--- src/rtl/form_and_function_cpu.sv ---
// Single-cycle 8-bit register CPU: four registers, carry flag, output latch with
// pad enable, and a 7-segment hex digit display.
module form_and_function_cpu (
    input  logic       clk,
    input  logic       rst_n,
    input  logic       ena,
    input  logic [7:0] ui_in,
    input  logic [7:0] uio_in,
    output logic [7:0] uo_out,
    output logic [7:0] uio_out,
    output logic [7:0] uio_oe
);

    typedef enum logic [3:0] {
        OP_NOP  = 4'h0, OP_MOV  = 4'h1, OP_ADD  = 4'h2, OP_SUB  = 4'h3,
        OP_AND  = 4'h4, OP_OR   = 4'h5, OP_XOR  = 4'h6, OP_NOT  = 4'h7,
        OP_SHL  = 4'h8, OP_SHR  = 4'h9, OP_LDI  = 4'hA, OP_OUT  = 4'hB,
        OP_INC  = 4'hC, OP_DEC  = 4'hD, OP_DISP = 4'hE, OP_SWAP = 4'hF
    } opcode_t;

    logic [7:0] regs_reg [4];
    logic       carry_reg, carry_next;
    logic [3:0] disp_reg, disp_next;
    logic [7:0] out_reg, out_next;
    logic       oe_reg, oe_next;

    opcode_t    op;
    logic [1:0] rd, rs;
    logic [7:0] a, b, result;
    logic       reg_we;
    logic [8:0] sum9;
    logic [6:0] seg;

    assign op = opcode_t'(ui_in[7:4]);
    assign rd = ui_in[3:2];
    assign rs = ui_in[1:0];
    // Both operands are read before the write, so rd==rs sees the old value.
    assign a  = regs_reg[rd];
    assign b  = regs_reg[rs];

    always_comb begin
        result     = a;
        reg_we     = 1'b0;
        carry_next = carry_reg;
        disp_next  = disp_reg;
        out_next   = out_reg;
        oe_next    = oe_reg;
        sum9       = {1'b0, a} + {1'b0, b};
        case (op)
            OP_NOP:  ;
            OP_MOV:  begin result = b; reg_we = 1'b1; end
            OP_ADD:  begin result = sum9[7:0]; carry_next = sum9[8]; reg_we = 1'b1; end
            OP_SUB:  begin result = a - b; carry_next = (a < b); reg_we = 1'b1; end
            OP_AND:  begin result = a & b; carry_next = 1'b0; reg_we = 1'b1; end
            OP_OR:   begin result = a | b; carry_next = 1'b0; reg_we = 1'b1; end
            OP_XOR:  begin result = a ^ b; carry_next = 1'b0; reg_we = 1'b1; end
            OP_NOT:  begin result = ~a; carry_next = 1'b0; reg_we = 1'b1; end
            OP_SHL:  begin result = {a[6:0], 1'b0}; carry_next = a[7]; reg_we = 1'b1; end
            OP_SHR:  begin result = {1'b0, a[7:1]}; carry_next = a[0]; reg_we = 1'b1; end
            OP_LDI:  begin result = uio_in; oe_next = 1'b0; reg_we = 1'b1; end
            OP_OUT:  begin out_next = a; oe_next = 1'b1; end
            OP_INC:  begin result = a + 8'd1; carry_next = (a == 8'hFF); reg_we = 1'b1; end
            OP_DEC:  begin result = a - 8'd1; carry_next = (a == 8'h00); reg_we = 1'b1; end
            OP_DISP: disp_next = a[3:0];
            OP_SWAP: begin result = {a[3:0], a[7:4]}; reg_we = 1'b1; end
            default: ;
        endcase
    end

    always_ff @(posedge clk) begin
        if (rst_n) begin
            for (int i = 0; i < 4; i++) regs_reg[i] <= 8'h00;
            carry_reg <= 1'b0;
            disp_reg  <= 4'h0;
            out_reg   <= 8'h00;
            oe_reg    <= 1'b0;
        end else if (ena) begin
            if (reg_we) regs_reg[rd] <= result;
            carry_reg <= carry_next;
            disp_reg  <= disp_next;
            out_reg   <= out_next;
            oe_reg    <= oe_next;
        end
    end

    always_comb begin
        seg = 7'h00;
        case (disp_reg)
            4'h0: seg = 7'h3F; 4'h1: seg = 7'h06; 4'h2: seg = 7'h5B; 4'h3: seg = 7'h4F;
            4'h4: seg = 7'h66; 4'h5: seg = 7'h6D; 4'h6: seg = 7'h7D; 4'h7: seg = 7'h07;
            4'h8: seg = 7'h7F; 4'h9: seg = 7'h6F; 4'hA: seg = 7'h77; 4'hB: seg = 7'h7C;
            4'hC: seg = 7'h39; 4'hD: seg = 7'h5E; 4'hE: seg = 7'h79; 4'hF: seg = 7'h71;
            default: seg = 7'h00;
        endcase
    end

    assign uo_out  = {carry_reg, seg};
    assign uio_out = out_reg;
    assign uio_oe  = {8{oe_reg}};

endmodule

--- config.mk ---
export PLATFORM = sky130hd
export DESIGN_NAME = form_and_function_cpu
export DESIGN_NICKNAME = d
export VERILOG_FILES = /design/src/rtl/form_and_function_cpu.sv
export SDC_FILE = /design/constraint.sdc
export NUM_CORES = 1
export LEC_CHECK = 0
export CORE_ASPECT_RATIO = 0.5
export CORE_MARGIN = 4
export CORE_UTILIZATION = 45
export CTS_CLUSTER_DIAMETER = 200
export DETAILED_ROUTE_END_ITERATION = 12
export PLACE_DENSITY = 0.63
export SLEW_MARGIN = 30
export SYNTH_ARGS = -nofsm -noshare
export SYNTH_HDL_FRONTEND = slang
export SYNTH_SLANG_ARGS = --single-unit
--- constraint.sdc ---
create_clock -name clk -period 5.1 [get_ports clk]
set_input_delay 1.53 -clock clk [delete_from_list [all_inputs] [get_ports clk]]
set_output_delay 1.53 -clock clk [all_outputs]
set_load 0.02 [all_outputs]
=== Yosys cells after proc, flatten, opt, wreduce, memory -nomap -nowiden ===
Memories as Yosys holds them, arrays and structs flattened. A register that Yosys moved wholly into a read port is not among the register bits.
Index checks and enable logic that the tools add are counted.

* Bitwise operators: 4
* Multiplexer cells: 15
* Shifts and indexed selects: 0
* Reduce and logical (&&, ||, !) cells: 10
* Equal/unequal tests: 16
* Magnitude comparators: 1
* Add/subtract/negate cells: 4
* $mul: 0
* Div/mod/pow operators: 0

{| class="wikitable"
|+ Operator list
! kind !! count
|-
| $pmux 8 s13 || 1
|-
| $eq 4x4->1 const B || 8
|-
| $eq 4x3->1 const B || 4
|-
| $reduce_or 13->1 || 1
|-
| $add 8x8->9 || 1
|-
| $add 8x1->8 const B || 1
|-
| $and 8x8->8 || 1
|-
| $eq 4x2->1 const B || 2
|-
| $eq 8x8->1 const B || 1
|-
| $logic_not 8->1 || 1
|-
| $lt 8x8->1 || 1
|-
| $mux 1 || 8
|-
| $mux 4 || 2
|-
| $mux 8 || 1
|-
| $not 8->8 || 1
|-
| $or 8x8->8 || 1
|-
| $reduce_and 2->1 || 4
|-
| $reduce_or 8->1 || 1
|-
| $sub 8x1->8 const B || 1
|-
| $sub 8x8->8 || 1
|-
| $xor 8x8->8 || 1
|-
| $pmux 1 s7 || 1
|-
| $reduce_bool 7->1 || 1
|-
| $eq 4x1->1 const B || 1
|-
| 4 further kinds || 4
|}

* Memories kept: 2
* Output and inout bits: 24
* Bits in read-only memories: 112
* Logic and storage cells: 56
* RAM bits: 32
* Bits in registers: 14
* Bits in latches: 0

{| class="wikitable"
|+ Memory list
! name !! depth !! width !! read ports !! clocked after memory_dff !! wr ports !! line !! text
|-
| (name not given) || 16 || 7 || 1 || 1 || 0 || 88 || <nowiki>case (disp_reg)</nowiki>
|-
| regs_reg || 4 || 8 || 2 || 0 || 4 || 21 || <nowiki>logic [7:0] regs_reg [4];</nowiki>
|}

=== Depth between registers and ports, before layout ===
* Depth in word-level cells: 9
* Mapped depth: 12
* Gate-level depth less buffers: 10

=== Worst setup path after synthesis ===
Ideal clock, no wire load.

* Kind: input to register
* Start point: in ui_in[0]
* End point: mem regs_reg[0][5], data pin
* Setup time: 0.274 ns
* Arrival: 4.273 ns
* Path slack: 0.553 ns
* Stages on the path: 11
* Path buffers: 2
* Cell sequence: clkbuf_1 mux4_2 inv_1 ha_1 clkbuf_1 mux2i_1 o22ai_1 a32o_1 a211o_1 nor4_1 nor2_1

{| class="wikitable"
|+ RTL lines
! item !! line !! text
|-
| start, declared || 7 || <nowiki>input logic [7:0] ui_in,</nowiki>
|-
| end, declared || 21 ||
|}

=== Final worst setup path ===
* Start point: in ui_in[2]
* End point: reg carry_reg

* Cells in the longest elaborated chain, start to end: 3
* Elaborated cells on any way between the ends: 6
* Classes of those cells: add/sub (1); order compare (1); eq/ne (1); mux (1); reduce/logical (1); memory (1)

{| class="wikitable"
|+ Ends and longest elaborated chain
! item !! line !! text
|-
| $mem_v2 4x8 (*) || n/a ||
|-
| $add 8x8->9, or another cell as far along || 48 || <nowiki>sum9 = {1'b0, a} + {1'b0, b};</nowiki>
|-
| $pmux 1 s7 (*) || 49 || <nowiki>case (op)</nowiki>
|-
| end signal, assigned || 79 || <nowiki>carry_reg <= carry_next;</nowiki>
|-
| end, declared || 22 || <nowiki>logic carry_reg, carry_next;</nowiki>
|}

Mark *: on every way between the ends. The rest lies on a longest branch, timed or not.
A chain may end at the register's enable or synchronous reset.

==> load_flow_metrics.sql <==
INSERT INTO impl_metrics (metric_group, metric, value, unit) VALUES
('synth', 'yosys-top-cells-count', '55 x sky130_fd_sc_hd__nor2_1, 43 x sky130_fd_sc_hd__a21oi_1, 37 x sky130_fd_sc_hd__ha_1, 37 x sky130_fd_sc_hd__nand2_1, 34 x sky130_fd_sc_hd__inv_1', ''),
('critical_path', 'critPathLaunchType', 'primary input', ''),
('cts', 'cts.repair_timing.setup_buffer_count', '0', ''),
('synth', 'yosysMostFrequentCell', 'sky130_fd_sc_hd__nor2_1', ''),
('synth', 'syn_nets', '601', ''),
('finish', 'post-route-cell-area', '0.00563', 'mm²'),
('synth', 'synthCells', '542', ''),
('global_route', 'antenna_found_initial', '0', ''),
('critical_path', 'worstSetupPathType', 'primary input to register', ''),
('synth', 'yosys_most_used_dff', 'sky130_fd_sc_hd__edfxtp_1', ''),
('finish', 'final_net_count', '644', ''),
('synth', 'synth_seq_cells', '53', ''),
('cts', 'clkSlewWorstSetupHoldPaths', '0.07', 'ns'),
('global_route', 'grt-ovfl-total', '0', ''),
('sta', 'skew', '0.00794', 'ns'),
('synth', 'count_of_flip_flops_with_a_built_in_enable_after_synthesis', '32', ''),
('critical_path', 'critical_path.n_buffers_inverters', '4', ''),
('detailed_routing', 'detail-route-antenna-nets', '0', ''),
('floorplanning', 'die_w', '154', 'µm'),
('detailed_routing', 'drtIter0Drc', '632', ''),
('critical_path', 'timing.critical_path.to_type', 'register', ''),
('synth', 'synth-seq-area-share', '0.288', ''),
('critical_path', 'slowest_stage', 'sky130_fd_sc_hd__mux4_2', ''),
('synth', 'netlist-cell-type-count', '68', ''),
('sta', 'post-route-period-util', '0.911', ''),
('finish', 'drive_above_1_share', '0.147', ''),
('floorplanning', 'core.rowCount', '26', ''),
('placement', 'place.port_buffers', '42', ''),
('power_and_ir_drop', 'peakVddDrop', '145', 'µV'),
('critical_path', 'r2r_slack', '1.98', 'ns'),
('sta', 'rsz_0062_raised_after_global_routing', 'false', ''),
('run_status', 'status', 'finished, final reports clean', ''),
('synth', 'synthesis.area', '0.00480', 'mm²'),
('cts', 'cts.repair.resized', '0', ''),
('critical_path', 'worst_path_dominant_cell_family', 'buffers and inverters', ''),
('placement', 'gp_congestion', '0.977', ''),
('cts', 'cts-root-buf', 'sky130_fd_sc_hd__clkbuf_16', ''),
('finish', 'largest_register_ffs', '32', ''),
('min_path', 'hp-class', 'register to register', ''),
('sta', 'fin_worst_hold_slack', '0.454', 'ns'),
('detailed_routing', 'post_drt_wl_per_cell', '20.6', 'µm'),
('detailed_routing', 'vias_per_cell', '6.22', ''),
('synth', 'yosys.area.top_type', 'sky130_fd_sc_hd__edfxtp_1', ''),
('cts', 'tritoncts', 'built', ''),
('min_path', 'hp-start', 'uio_out[2]$_SDFFE_PP0P_', ''),
('critical_path', 'crit_reg_reg_startpoint', 'regs_reg[2][0]$_SDFFCE_PN0P_', ''),
('cts', 'tritoncts_sinks', '53', ''),
('critical_path', 'cp_slowest_stage_delay', '0.59', 'ns'),
('cts', 'h_tree_lvl_count', '2', ''),
('synth', 'postSynth.asyncResetShare', '0', ''),
('critical_path', 'critical_path_peak_fanout', '12', ''),
('sta', 'timing_worst_slew_pin_value', '0.882', 'ns'),
('power_and_ir_drop', 'p_per_area', '235', 'mW/mm²'),
('sta', 'maxClockFrequency', '0.215', 'GHz'),
('cts', 'worstSkewPairLatency', '0.29', 'ns'),
('floorplanning', 'boundaryPins', '43', ''),
('cts', 'cts_bufs_inserted', '5', ''),
('critical_path', 'path_cells', 'clkdlybuf4s50_1 > buf_12 > mux4_2 > inv_1 > ha_1 > fa_1 > o21bai_1 > a21oi_1 > o21bai_1 > a2111oi_0 > buf_4 > nor4_1 > nor4_1', ''),
('min_path', 'worst_hold_path.endpoint', 'uio_out[2]$_SDFFE_PP0P_', ''),
('placement', 'placed_area', '0.00549', 'mm²'),
('cts', 'cts.path.max_buffers', '2', ''),
('critical_path', 'r2r_cells', '11', ''),
('flow_run', 'max_cap_violations', '0', ''),
('global_route', 'global_route_wire_length_before_repair', '22800', 'µm'),
('floorplanning', 'coreArea', '0.0103', 'mm²'),
('global_route', 'grt_start_max_net_pins', '33', ''),
('finish', 'insertedDiodeCount', '0', ''),
('sta', 'final.setup.tns', '0', 'ns'),
('finish', 'fillerInstances', '919', ''),
('detailed_routing', 'dr.pass1.iters', '6', ''),
('sta', 'timing.max_slew.rel_slack', '0.411', '');
-- stage by stage --
step / utilization / std cells
CTS: 0.546 / 726
floorplan: - / 542
global route: 0.546 / 726
detailed placement: 0.532 / 718
global placement: 0.532 / 718
finish: 0.546 / 726
-- cell usage in the layout, fill, tap and decap left out, types with 4 or more instances in the layout --
master	n
sky130_fd_sc_hd__mux4_2	17
sky130_fd_sc_hd__nor2b_1	9
sky130_fd_sc_hd__or2_2	4
sky130_fd_sc_hd__clkdlybuf4s50_1	42
sky130_fd_sc_hd__xnor2_1	6
sky130_fd_sc_hd__o211ai_1	5
sky130_fd_sc_hd__inv_1	34
sky130_fd_sc_hd__a22oi_1	8
sky130_fd_sc_hd__o21a_1	4
sky130_fd_sc_hd__buf_4	45
sky130_fd_sc_hd__ha_1	37
sky130_fd_sc_hd__nand4_1	6
sky130_fd_sc_hd__a221oi_1	5
sky130_fd_sc_hd__nor2_1	55
sky130_fd_sc_hd__nand2_1	37
sky130_fd_sc_hd__a211o_1	4
sky130_fd_sc_hd__a21o_1	6
sky130_fd_sc_hd__a21oi_1	43
sky130_fd_sc_hd__a31oi_1	7
sky130_fd_sc_hd__or3_1	5
sky130_fd_sc_hd__mux2i_1	12
sky130_fd_sc_hd__nand2b_1	7
sky130_fd_sc_hd__a22o_1	4
sky130_fd_sc_hd__a211oi_1	9
sky130_fd_sc_hd__edfxtp_1	32
sky130_fd_sc_hd__dfxtp_1	21
sky130_fd_sc_hd__nand3_1	22
sky130_fd_sc_hd__o21ai_0	8
sky130_fd_sc_hd__clkbuf_16	5
sky130_fd_sc_hd__nor4_1	5
sky130_fd_sc_hd__nor3_1	16
sky130_fd_sc_hd__o22ai_1	7
-- logic make-up (layout without fill, tap and decap cells) --
group                      count (synthesis)  count (layout)  share of synthesized area
and+or+nand+nor                          178             178                      0.181
AOI/OAI and AO/OA                        145             145                      0.214
buffers and inverters                     86             130                     0.0831
DFF                                       53              53                      0.288
adders and majority gates                 40              40                      0.109
muxes                                     32              32                      0.112
xor gates and xnor gates                   8               8                     0.0146
-- report_power, final --
group          leakage (nW)  internal [mW]  switching [mW]
Sequential            0.502          0.475         0.00934
Combinational          1.67          0.208           0.304
Clock                0.0739          0.180           0.144
Total                  2.25          0.863           0.458
-- layer usage --
| layer | wire length, µm | track usage | vias to the layer above |
|---|---|---|---|
| met5 | 0 | 0 | - |
| met4 | 176 | 0.0414 | 0 |
| met3 | 1460 | 0.0569 | 22 |
| met2 | 6510 | 0.363 | 243 |
| met1 | 6800 | 0.339 | 2165 |
| li1 | - | - | 2088 |
-- worst min-delay path, stage by stage, from the launching register on --
cell and delay (ns):
sky130_fd_sc_hd__dfxtp_1 0.31, sky130_fd_sc_hd__nand2_1 0.05, sky130_fd_sc_hd__a21oi_1 0.05
-- layout make-up --
cell class / instances / area [µm²] / share of cell area
repair buffers: 88 / 778 / 0.138
clock buffers: 5 / 125 / 0.0222
well taps: 140 / 175 / 0.0311
clock inverters: 3 / 16.3 / 0.00289
multi-input cells: 403 / 3020 / 0.537
inverters: 34 / 128 / 0.0227
flip-flops and latches: 53 / 1380 / 0.245
-- worst max-delay path by stage --
stage	startpoint	to	cells after the start
finish	ui_in[2]	carry_reg$_SDFFE_PP0P_	13
CTS	ui_in[2]	carry_reg$_SDFFE_PP0P_	13
global route	ui_in[2]	carry_reg$_SDFFE_PP0P_	13
global placement	ui_in[2]	carry_reg$_SDFFE_PP0P_	13
detailed placement	ui_in[2]	carry_reg$_SDFFE_PP0P_	13
floorplan	ui_in[0]	regs_reg[0][5]$_SDFFCE_PN0P_	11
Note: power is estimated with default switching activity, not from simulation.
